--- config.mk ---
export PLATFORM = sky130hd
export DESIGN_NAME = display_arbiter_flat
export DESIGN_NICKNAME = d
export VERILOG_FILES = /design/src/rtl/display_arbiter_if.sv /design/src/rtl/display_arbiter.sv /design/src/flat_wrapper.sv
export SDC_FILE = /design/constraint.sdc
export NUM_CORES = 1
export LEC_CHECK = 0
export ABC_AREA = 1
export CAP_MARGIN = 20
export CORE_MARGIN = 5
export CORE_UTILIZATION = 50
export CTS_CLUSTER_DIAMETER = 150
export DETAILED_ROUTE_END_ITERATION = 8
export PLACE_DENSITY = 0.76
export SKIP_CTS_REPAIR_TIMING = 1
export SYNTH_ARGS = -nofsm -noshare
export SYNTH_HDL_FRONTEND = slang
export SYNTH_SLANG_ARGS = --single-unit
--- constraint.sdc ---
create_clock -name clk -period 2.39 [get_ports clk]
set_input_delay 0.478 -clock clk [delete_from_list [all_inputs] [get_ports clk]]
set_output_delay 0.478 -clock clk [all_outputs]
set_load 0.02 [all_outputs]
--- src/rtl/display_arbiter_if.sv ---
// Requester/display bundle for display_arbiter: two level-held requests with
// their digit vectors, and the registered grants, displayed digits and hold status.
interface display_arbiter_if;
  // Handshake: a requester holds reqN high for as long as it wants the display.
  // gntN high means requester N owns the display and x shows its data. A grant
  // is kept for at least the hold time even if reqN drops, and is released only
  // after hold_done.
  logic        req0;
  logic [15:0] data0;
  logic        req1;
  logic [15:0] data1;
  logic        gnt0;
  logic        gnt1;
  logic [15:0] x;
  logic        hold_done;
  logic [1:0]  state_dbg;

  modport master (
    output req0, data0, req1, data1,
    input  gnt0, gnt1, x, hold_done, state_dbg
  );

  modport slave (
    input  req0, data0, req1, data1,
    output gnt0, gnt1, x, hold_done, state_dbg
  );
endinterface

--- src/rtl/display_arbiter.sv ---
// Round-robin arbiter giving one of two requesters ownership of a 4-digit display
// for a minimum hold time. Optional macro DISPLAY_ARBITER_PREEMPT_EN lets requester 0 preempt SHOW1.
module display_arbiter #(
  parameter int unsigned HOLD_CYCLES = 100000000,
  parameter logic [15:0] BLANK_CODE  = 16'hBBBB
) (
  input logic              clk,
  input logic              clr,
  display_arbiter_if.slave bus
);

  // One-hot-ish encoding so each grant is a state flop bit.
  typedef enum logic [1:0] {
    IDLE  = 2'b00,
    SHOW0 = 2'b01,
    SHOW1 = 2'b10
  } state_e;

  localparam logic [26:0] HOLD_MAX = 27'(HOLD_CYCLES - 1);

  state_e      state_q, state_d;
  logic [26:0] cnt_q, cnt_d;
  logic        hd_q, hd_d;
  logic        last_q, last_d;
  logic [15:0] x_q, x_d;
  logic        enter0, enter1, to_idle;

  always_ff @(posedge clk or posedge clr) begin
    if (clr) begin
      state_q <= IDLE;
      cnt_q   <= '0;
      hd_q    <= 1'b0;
      last_q  <= 1'b1;
      x_q     <= BLANK_CODE;
    end else begin
      state_q <= state_d;
      cnt_q   <= cnt_d;
      hd_q    <= hd_d;
      last_q  <= last_d;
      x_q     <= x_d;
    end
  end

  always_comb begin
    state_d = state_q;
    cnt_d   = cnt_q;
    hd_d    = hd_q;
    last_d  = last_q;
    x_d     = x_q;
    enter0  = 1'b0;
    enter1  = 1'b0;
    to_idle = 1'b0;

    case (state_q)
      IDLE: begin
        // last_q==1 means requester 1 was served last, so 0 wins a tie.
        enter0 = bus.req0 && (!bus.req1 || last_q);
        enter1 = bus.req1 && !enter0;
        to_idle = !enter0 && !enter1;
      end
      SHOW0: begin
        enter1  = hd_q && bus.req1;
        to_idle = hd_q && !bus.req0;
      end
      SHOW1: begin
`ifdef DISPLAY_ARBITER_PREEMPT_EN
        enter0  = bus.req0;
`else
        enter0  = hd_q && bus.req0;
`endif
        to_idle = hd_q && !bus.req1;
      end
      default: to_idle = 1'b1;
    endcase

    if (enter0) begin
      state_d = SHOW0;
      last_d  = 1'b0;
      cnt_d   = '0;
      hd_d    = 1'b0;
      x_d     = bus.data0;
    end else if (enter1) begin
      state_d = SHOW1;
      last_d  = 1'b1;
      cnt_d   = '0;
      hd_d    = 1'b0;
      x_d     = bus.data1;
    end else if (to_idle) begin
      state_d = IDLE;
      cnt_d   = '0;
      hd_d    = 1'b0;
      x_d     = BLANK_CODE;
    end else begin
      // Staying in SHOWn: count toward the hold limit and follow live data.
      hd_d = (cnt_q == HOLD_MAX);
      if (cnt_q != HOLD_MAX) cnt_d = cnt_q + 27'd1;
      if (state_q == SHOW0 && bus.req0) x_d = bus.data0;
      if (state_q == SHOW1 && bus.req1) x_d = bus.data1;
    end
  end

  assign bus.gnt0      = state_q[0];
  assign bus.gnt1      = state_q[1];
  assign bus.x         = x_q;
  assign bus.hold_done = hd_q;
  assign bus.state_dbg = state_q;

endmodule

--- src/flat_wrapper.sv ---
// flat-port wrapper written by rule: the top's interface ports become plain ports
module display_arbiter_flat 
#(
  parameter int unsigned HOLD_CYCLES = 100000000,
  parameter logic [15:0] BLANK_CODE  = 16'hBBBB
)
  (clk, clr, bus_req0, bus_data0, bus_req1, bus_data1, bus_gnt0, bus_gnt1, bus_x, bus_hold_done, bus_state_dbg);
  display_arbiter_if bus_i ();
  input logic clk;
  input logic clr;
  input wire logic [$bits(bus_i.req0)-1:0] bus_req0;
  input wire logic [$bits(bus_i.data0)-1:0] bus_data0;
  input wire logic [$bits(bus_i.req1)-1:0] bus_req1;
  input wire logic [$bits(bus_i.data1)-1:0] bus_data1;
  output wire logic [$bits(bus_i.gnt0)-1:0] bus_gnt0;
  output wire logic [$bits(bus_i.gnt1)-1:0] bus_gnt1;
  output wire logic [$bits(bus_i.x)-1:0] bus_x;
  output wire logic [$bits(bus_i.hold_done)-1:0] bus_hold_done;
  output wire logic [$bits(bus_i.state_dbg)-1:0] bus_state_dbg;
  assign bus_i.req0 = bus_req0;
  assign bus_i.data0 = bus_data0;
  assign bus_i.req1 = bus_req1;
  assign bus_i.data1 = bus_data1;
  assign bus_gnt0 = bus_i.gnt0;
  assign bus_gnt1 = bus_i.gnt1;
  assign bus_x = bus_i.x;
  assign bus_hold_done = bus_i.hold_done;
  assign bus_state_dbg = bus_i.state_dbg;
  display_arbiter #(.HOLD_CYCLES(HOLD_CYCLES), .BLANK_CODE(BLANK_CODE)) u_core (.clk(clk), .clr(clr), .bus(bus_i));
endmodule
==> impl_metrics.toml <==
[clock_tree]
clk_latency_ps = 310
htree_num_levels = 2
max-clock-path-buffers = 2
clock_sinks = 47
ctsRootBufferMaster = "clkbuf_8"
cts_tree = "done"
cts_made_buffers = 5
clk_pin_slew_ps = 90

[route]
dr.pass1.iters = 4
via_count = 3480
wl_um = 9240
routed_via_density = 5.30
drc = 0
ant_nets = 0
drtIter0Drc = 241
wl_per_cell_um = 14.1

[sta]
setup_viol = 0
timing.slew.headroom_pct = 58.8
finalHoldViolations = 0
setup_ws_ps = 271
rsz0062_at_grt = "false"
finClkSkew_ps = 8.54
fin_crit_sh_pct = 88.7
hold_ws_ps = 500
slew_viol_final = 0
fmax_mhz = 472
setup-tns-final_ps = 0
layout_min_cycle_time_ps = 2120
worst_pin_slew_ps = 613

[setup_path]
cp_max_fo = 21
rrSetupSlack_ps = 270
cpPeakStageDelay_ps = 440
r2r-start = "u_core.bus.state_dbg[0]$_DFFE_PP0P_"
start_kind = "register"
cp_data_arrival_time_ps = 2360
crit_path_frequent_cell = "nand2_1"
crit_type = "reg2reg"
ff2ff_path_depth = 13
required_ps = 2630
worstSetupEndpointType = "register"
cp_cell_sequence = "inv_1, ha_1, nand2_1, and2_1, nand2_2, nand2_4, nor2_8, buf_4, nand2_1, nand2_1, nand2_1, nand2_1, nand2_1"
regToRegEndpoint = "u_core.bus.x[5]$_DFFE_PP1P_"
cp_slowest_cell = "dfrtp_1"

[finish]
drive_above_1_share_pct = 9.20
diodes = 0
area_growth_pct = 21.6
nets = 617
final_core_util_pct = 62.0
n_fill_cell = 636

[synthesis]
yosys_warnings = 0
yosys_most_used_dff = "dfrtp_1"
yosys-top-cells-count = "nand2_1 (172), inv_1 (62), nor2_1 (60), nand3_1 (40), dfrtp_1 (34)"
avgSynthCellArea_um2 = 6.58
synth_area_mm2 = 0.00343
synth_top_area_share_pct = 24.8
synth_nets = 563
synth_area_leaders = "dfrtp_1 (25%), nand2_1 (19%), dfstp_2 (10%), inv_1 (6.8%), nor2_1 (6.6%)"
postSynthCellCount = 521
ys_seq_elements = 47
synth_largest_area_cell = "dfrtp_1"
yosysMostFrequentCell = "nand2_1"
yosys.cell_types.count = 35
synth-async-reset-ratio_pct = 100
synth-edff-count = 0
seq_area_frac_synth_pct = 34.8

[min_path]
min_from = "u_core.bus.x[13]$_DFFE_PP1P_"
whs_path_depth = 2
hold_class = "reg2reg"
holdPathEnd = "u_core.bus.x[13]$_DFFE_PP1P_"

[place]
port-buffer-count = 56
place.gp.congestion = 0.922
place_ws_ps = 49.8
hpwl_um = 6910

[floorplanning]
die-width_um = 92.8
die-area_mm2 = 0.00861
start_util_pct = 51.0
core_area_mm2 = 0.00672
rows = 30
die_h_um = 92.8
io_pins = 57

[global_routing]
grt_use_total_pct = 22.4
antenna_found_initial = 0
grt_pass1_vias = 3284
grt_start_max_net_pins = 30
grt_pass1_wl_um = 15600
global_route.overflow_total = 0

[run_status]
outcome = "completed"

[pwr]
power.density_mw_per_mm2 = 988
max-vdd-ir-drop_mv = 0.719
p_leak_uw = 0.00199

[run]
cap_violations = 0
-- worst max-delay path by stage --
stage,startpoint,endpoint,slack [ps],depth (start not counted)
6_report,u_core.bus.state_dbg[0]$_DFFE_PP0P_,u_core.bus.x[5]$_DFFE_PP1P_,270,13
5_1_grt,u_core.bus.state_dbg[0]$_DFFE_PP0P_,u_core.bus.x[5]$_DFFE_PP1P_,80,13
4_1_cts,u_core.bus.state_dbg[0]$_DFFE_PP0P_,u_core.bus.x[5]$_DFFE_PP1P_,270,13
3_5_place_dp,bus_req1,u_core.cnt_q[23]$_DFFE_PP0P_,50,9
3_3_place_gp,bus_req1,u_core.bus.x[5]$_DFFE_PP1P_,130,12
2_1_floorplan,u_core.bus.state_dbg[0]$_DFFE_PP0P_,u_core.bus.x[14]$_DFFE_PP0P_,550,11
-- registers in the layout, indices dropped and copies added (netlist names) --
| name | flops |
|---|---|
| u_core.cnt_q | 27 |
| u_core.bus.x | 16 |
| u_core.bus.state_dbg | 2 |
| u_core.bus.hold_done | 1 |
| u_core.last_q | 1 |
-- layout make-up --
type	instances	area, um^2	area share [%]
Inverter	66	248	5.94
Sequential cell	47	1190	28.6
Timing Repair Buffer	70	678	16.3
Clock inverter	3	43.8	1.05
Clock buffer	5	68.8	1.65
Tap cell	80	100	2.40
Multi-Input combinational cell	385	1840	44.1
-- critical path, delay by kind of cell (launching register included) --
family,cells,cell delay [ps]
buffers and inverters,2,380
DFF,1,440
adders and majority gates,1,320
and+or+nand+nor,10,920
-- cells in the final DEF (no fill, tap or decap), types with 2 or more instances in the layout --
cell               n
clkbuf_8           5
xor2_1             9
nand3_1           40
a21oi_1           22
nor2_2             3
ha_1               6
inv_1             61
and2_1             3
buf_4             13
clkdlybuf4s50_1   56
nor2_1            60
dfstp_2           13
o21ai_0           15
dfrtp_1           34
nor3_1             6
nor4_1             2
xnor2_1            2
inv_2              4
nand4_1           29
nand2_1          172
nand2_2            5
-- routing by layer --
| metal | wire length [um] | up-vias | GRT usage, % |
|---|---|---|---|
| met4 | 63 | 0 | 3.91 |
| met1 | 4450 | 1603 | 33.2 |
| li1 | - | 1759 | - |
| met3 | 567 | 9 | 3.57 |
| met2 | 4150 | 109 | 34.7 |
| met5 | 0 | - | 0 |
-- where the power goes --
part,internal [uW],switching (uW),leakage [uW]
clock,312,292,0.0000581
sequential,1080,149,0.000598
combinational,895,1390,0.00134
-- metrics by stage --
stage                     instances  cell area [um^2]  total power, uW
final                           656              4170             4120
after global routing            656              4170             4490
after CTS                       656              4170             4140
after detailed placement        648              4060             3520
after global placement          648              4060             3460
after floorplan                 521              3430             2830
-- logic make-up after synthesis --
| logic type | after synthesis | synth area share [%] |
|---|---|---|
| XOR/XNOR | 11 | 2.81 |
| buffers and inverters | 89 | 11.6 |
| AND/OR/NAND/NOR | 327 | 42.4 |
| adder cells (fa/ha/maj) | 6 | 2.19 |
| AO/OA/AOI/OAI | 41 | 6.20 |
| flip-flops | 47 | 34.8 |
Note: power is estimated with default switching activity, not from simulation.
